[src/rtl/bmi_issue_stage.sv]
// Issue stage for the rotate unit: 2-entry in-order request FIFO, op decode, registered issue.
// Optional BMI_ISSUE_ROTL_EN: ROTL is converted to an equivalent right-rotate; otherwise it is dropped.
module bmi_issue_stage #(
    parameter int unsigned DATA_WIDTH = 256,
    parameter int unsigned SHIFT_BITS = 8
) (
    input  logic                  clk,
    input  logic                  rst,
    input  logic                  in_valid,
    output logic                  in_ready,
    input  logic [1:0]            in_op,
    input  logic [DATA_WIDTH-1:0] in_a,
    input  logic [DATA_WIDTH-1:0] in_shift,
    input  logic                  issue_stall,
    output logic                  rot_enable,
    output logic [DATA_WIDTH-1:0] rot_a,
    output logic [DATA_WIDTH-1:0] rot_shift,
    output logic                  err,
    output logic [1:0]            occupancy
);

    typedef enum logic [1:0] {
        OP_ROTR = 2'b00,
        OP_ROTL = 2'b01,
        OP_PASS = 2'b10,
        OP_RSVD = 2'b11
    } op_e;

    op_e                  op_mem [2];
    logic [DATA_WIDTH-1:0] a_mem  [2];
    logic [SHIFT_BITS-1:0] sh_mem [2];

    logic                  wr_ptr;
    logic                  rd_ptr;
    logic [1:0]            count;
    logic                  push;
    logic                  pop;

    op_e                   head_op;
    logic [DATA_WIDTH-1:0] head_a;
    logic [SHIFT_BITS-1:0] head_shift;
    logic                  issue;
    logic                  illegal;
    logic [SHIFT_BITS-1:0] next_shift;

    logic [SHIFT_BITS-1:0] shift_q;
    logic [DATA_WIDTH-1:0] a_q;
    logic                  enable_q;
    logic                  err_q;

    // Only the low SHIFT_BITS of the shift operand carry meaning.
    logic unused_shift_bits;
    assign unused_shift_bits = ^in_shift[DATA_WIDTH-1:SHIFT_BITS];

    assign in_ready  = (count != 2'd2) && !rst;
    assign push      = in_valid && in_ready;
    // Pop decision uses the pre-edge count, so a fresh entry cannot bypass to issue.
    assign pop       = (count != 2'd0) && !issue_stall;

    assign head_op    = op_mem[rd_ptr];
    assign head_a     = a_mem[rd_ptr];
    assign head_shift = sh_mem[rd_ptr];

    always_comb begin
        issue      = 1'b0;
        illegal    = 1'b0;
        next_shift = head_shift;
        case (head_op)
            OP_ROTR: begin
                issue      = 1'b1;
                next_shift = head_shift;
            end
            OP_PASS: begin
                issue      = 1'b1;
                next_shift = '0;
            end
`ifdef BMI_ISSUE_ROTL_EN
            OP_ROTL: begin
                issue      = 1'b1;
                next_shift = SHIFT_BITS'((32'(DATA_WIDTH) - 32'(head_shift)) % 32'(DATA_WIDTH));
            end
`endif
            default: illegal = 1'b1;
        endcase
    end

    always_ff @(posedge clk) begin
        if (push) begin
            op_mem[wr_ptr] <= op_e'(in_op);
            a_mem[wr_ptr]  <= in_a;
            sh_mem[wr_ptr] <= in_shift[SHIFT_BITS-1:0];
        end
    end

    always_ff @(posedge clk or posedge rst) begin
        if (rst) begin
            wr_ptr <= 1'b0;
            rd_ptr <= 1'b0;
            count  <= 2'd0;
        end else begin
            if (push) wr_ptr <= ~wr_ptr;
            if (pop)  rd_ptr <= ~rd_ptr;
            case ({push, pop})
                2'b10:   count <= count + 2'd1;
                2'b01:   count <= count - 2'd1;
                default: count <= count;
            endcase
        end
    end

    always_ff @(posedge clk or posedge rst) begin
        if (rst) begin
            enable_q <= 1'b0;
            err_q    <= 1'b0;
            a_q      <= '0;
            shift_q  <= '0;
        end else begin
            enable_q <= pop && issue;
            err_q    <= pop && illegal;
            if (pop && issue) begin
                a_q     <= head_a;
                shift_q <= next_shift;
            end
        end
    end

    assign rot_enable = enable_q;
    assign err        = err_q;
    assign rot_a      = a_q;
    assign rot_shift  = DATA_WIDTH'(shift_q);
    assign occupancy  = count;

endmodule
[config.mk]
export PLATFORM = sky130hd
export DESIGN_NAME = bmi_issue_stage
export DESIGN_NICKNAME = d
export VERILOG_FILES = /design/src/rtl/bmi_issue_stage.sv
export SDC_FILE = /design/constraint.sdc
export NUM_CORES = 1
export LEC_CHECK = 0
export ABC_AREA = 1
export CAP_MARGIN = 5
export CORE_AREA = 4 4 396 398
export DETAILED_ROUTE_END_ITERATION = 7
export DIE_AREA = 0 0 400 402
export RECOVER_POWER = 50
export SLEW_MARGIN = 40
export SYNTH_ARGS = -nofsm -noshare
export SYNTH_HDL_FRONTEND = slang
export SYNTH_SLANG_ARGS = --single-unit
[constraint.sdc]
create_clock -name clk -period 23.5 [get_ports clk]
set_clock_uncertainty 0.15 [all_clocks]
set_input_delay 4.7 -clock clk [delete_from_list [all_inputs] [get_ports clk]]
set_output_delay 4.7 -clock clk [all_outputs]
set_load 0.05 [all_outputs]
==> metrics.txt <==
status complete, but fails checks; failing checks capacitance limit, slew limit; Num CTS Buffers 93; Buf/Inv on CP 4; CTS root buf clkbuf_16; post-synthesis sequential area ratio 0.725; I/O Buffers 538; first-pass GRT wire length 130 mm; die height 402 um; clk_lat worst skew 0.69 ns; synthesized flop and latch total 802; CTS tree built; Fillers 15800; DPL Wire Length 57.1 mm; period utilization 0.521; type of origin of the critical path input port; routability cong. 0.785; Syn Area/Cell 11.3 sq um; # nets final 3847; Final Hold Viols 0; Critical Path Stages 6; total gr overflow 0; setup repair bufs after CTS 0; total die area 0.161 sq mm; largest net degree at the start of global routing 140; min-delay worst type flop to flop; PD cells 142 mW/mm^2; CTS clk-pin slew, worst paths 0.06 ns; Setup crit end kind flop; critical path's slowest cell clkinvlp_2; Yosys top cell area share 0.509; critical path endpoint a_mem[0][148]; post-CTS sizing 0; switching power 0.00251 W; setup TNS 0 ns; Starting Density 0.205; cell family with most CP delay buffers and inverters; cell-by-cell trace of the critical path dlygate4sd3_1 -> a21oi_1 -> nand3_1 -> clkinvlp_2 -> buf_6 -> buf_6; synth unique cells 20; Die Width 400 um; layout cells sized above 1 0.0481; RR Endpoint a_mem[0][148]; Critical Path RT 23.70 ns; critical path data arrival time 12.45 ns; Syn Inst Count 2788; worst-path fanout max 116; Power Total 0.00583 W; Setup Crit Path Kind input port to flop; vias in the first global route 19600; area of the mapped netlist 0.0314 sq mm; worst slew pin tran 6.09 ns; Slew Limit Fails 650; H-tree depth 3; Synth Warn # 0; VDD IR-drop max 0.0974 mV; area delta synth->final 31.1%; # hold bufs at CTS 0; setup violators final 0; clock buffer depth 3; post-route ant nets 0; Area contributors post-synth edfxtp_1 (51%), dfrtp_1 (22%), nand2_1 (19%), buf_4 (6.6%), buf_2 (0.97%); reg-to-reg critical path startpoint occupancy[0]; LEAKAGE 17.4 nW; Total Wirelength 91.0 mm; RSZ-0062 raised after global routing false; utilization after layout 0.268; Iter 0 DRT Violations 973; relative slew slack -3.08; Reg2Reg Depth 6; Flop pwr share 0.350; DRC Markers 0; CTS sink cnt 802; Final min period 12.25 ns; Slowest Stage Delay on Critical Path 4.44 ns; most used cell, CP buf_6; initial antenna violation count 52; I/O pins 1035; r2r setup slk 15.28 ns; max_cap viols 12; drt first pass iters 5; DR WL/cell 16.6 um; Comb pwr share 0.406; Clock power frac 0.243; Int Pwr 0.00332 W; CP startpoint rst; Total GRT Usage 0.109; cell taking the most area after synthesis edfxtp_1; Fmax 0.0817 GHz; detailed-route via count 20100; DR vias/cell 3.66; switch share 0.431; core area 0.153 sq mm; Cell Rows 144
==> placed cells by master, fill, tap and decap left out, types with 3 or more instances in the layout <==
cell type | synthesis | layout
edfxtp_1 | 532 | 532
buf_16 | 0 | 4
dfrtp_1 | 270 | 269
inv_1 | 7 | 5
clkinvlp_4 | 0 | 4
clkbuf_1 | 19 | 32
clkinv_2 | 0 | 15
clkinv_8 | 0 | 3
clkinv_4 | 0 | 3
clkbuf_16 | 0 | 94
clkbuf_8 | 0 | 8
buf_6 | 1 | 9
conb_1 | 1 | 248
a21oi_1 | 7 | 7
bufinv_16 | 0 | 3
clkdlybuf4s50_1 | 0 | 270
nand2_1 | 1591 | 1591
inv_6 | 0 | 8
clkinv_1 | 0 | 10
nand3_1 | 4 | 4
dlygate4sd3_1 | 0 | 268
diode_2 | 0 | 29
==> cells by family after synthesis <==
kind of cell | Yosys count | synth area share
other cells | 1 | 0.000120
buf+inv | 374 | 0.0806
compound gates | 8 | 0.00172
xor+xnor | 3 | 0.000838
flops | 802 | 0.725
fa+ha+maj | 1 | 0.000399
simple gates | 1599 | 0.192
==> worst reg2reg max path: cells and delay by family (launching register included) <==
family	cells	cell delay (ns)
compound gates	1	0.12
simple gates	1	0.14
buf+inv	4	6.98
flops	1	0.46
==> layout make-up <==
class                           count  area [sq um]  share of cell area
Multi-Input combinational cell   1859          7030               0.171
Clock inverter                     49           457              0.0111
Clock buffer                      125          2550              0.0620
Antenna cell                       29          72.6             0.00176
Timing Repair Buffer              563          5680               0.138
Sequential cell                   802         22700               0.553
Tap cell                         2044          2560              0.0622
Inverter                            9          48.8             0.00119
==> sequential cells by signal (all words and copies together), names as in the netlist <==
name	flops
a_mem	512
err	1
occupancy	2
op_mem	4
rd_ptr	1
rot_a	256
rot_enable	1
sh_mem	16
shift_q	8
wr_ptr	1
==> per-layer routing <==
layer / vias up / global-route usage / part of all wire / wire length, um
met5: - / 0 / 0.0020 / 184
met4: 28 / 0.0360 / 0.025 / 2310
met3: 147 / 0.0561 / 0.13 / 11400
met2: 777 / 0.168 / 0.44 / 40400
met1: 9570 / 0.130 / 0.40 / 36700
li1: 9556 / - / - / -
==> Yosys cell counts (all sizes together) <==
library cell,n
a21oi,7
o21bai,1
ha,1
clkbuf,19
edfxtp,532
buf,346
xor2,2
nand2,1591
conb,1
nand3,4
xnor2,1
inv,9
dfrtp,270
or2,1
nor2,3
==> power by group through the flow <==
stage	Sequential (W)	Clock (W)	Combinational [W]
finish	0.00204	0.00142	0.00237
global route	0.00208	0.00153	0.00255
CTS	0.00204	0.00148	0.00242
detailed placement	0.00205	0	0.00242
global placement	0.00205	0	0.00240
floorplan	0.00284	0	0.000793
==> worst min-delay path by stage <==
stage | from | end | slack [ns] | cells after the start
floorplan | wr_ptr | wr_ptr | 0.29 | 2
global placement | rot_a[79] | rot_a[79] | 0.30 | 2
detailed placement | rot_a[204] | rot_a[204] | 0.31 | 2
CTS | rot_a[164] | rot_a[164] | 0.32 | 2
global route | rot_a[76] | rot_a[76] | 0.34 | 2
finish | rot_a[77] | rot_a[77] | 0.32 | 2
==> stage by stage <==
step           hold WS [ns]  setup WS, ns  cell area, sq um  std cells
6_report              0.315         11.25             41100       5480
5_1_grt               0.336         10.51             41100       5463
4_1_cts               0.321         12.23             41100       5450
3_5_place_dp          0.307         12.24             38100       5276
3_3_place_gp          0.304         12.24             38000       5272
2_1_floorplan         0.292          5.60             32300       3035
Note: power is estimated with default switching activity, not from simulation.
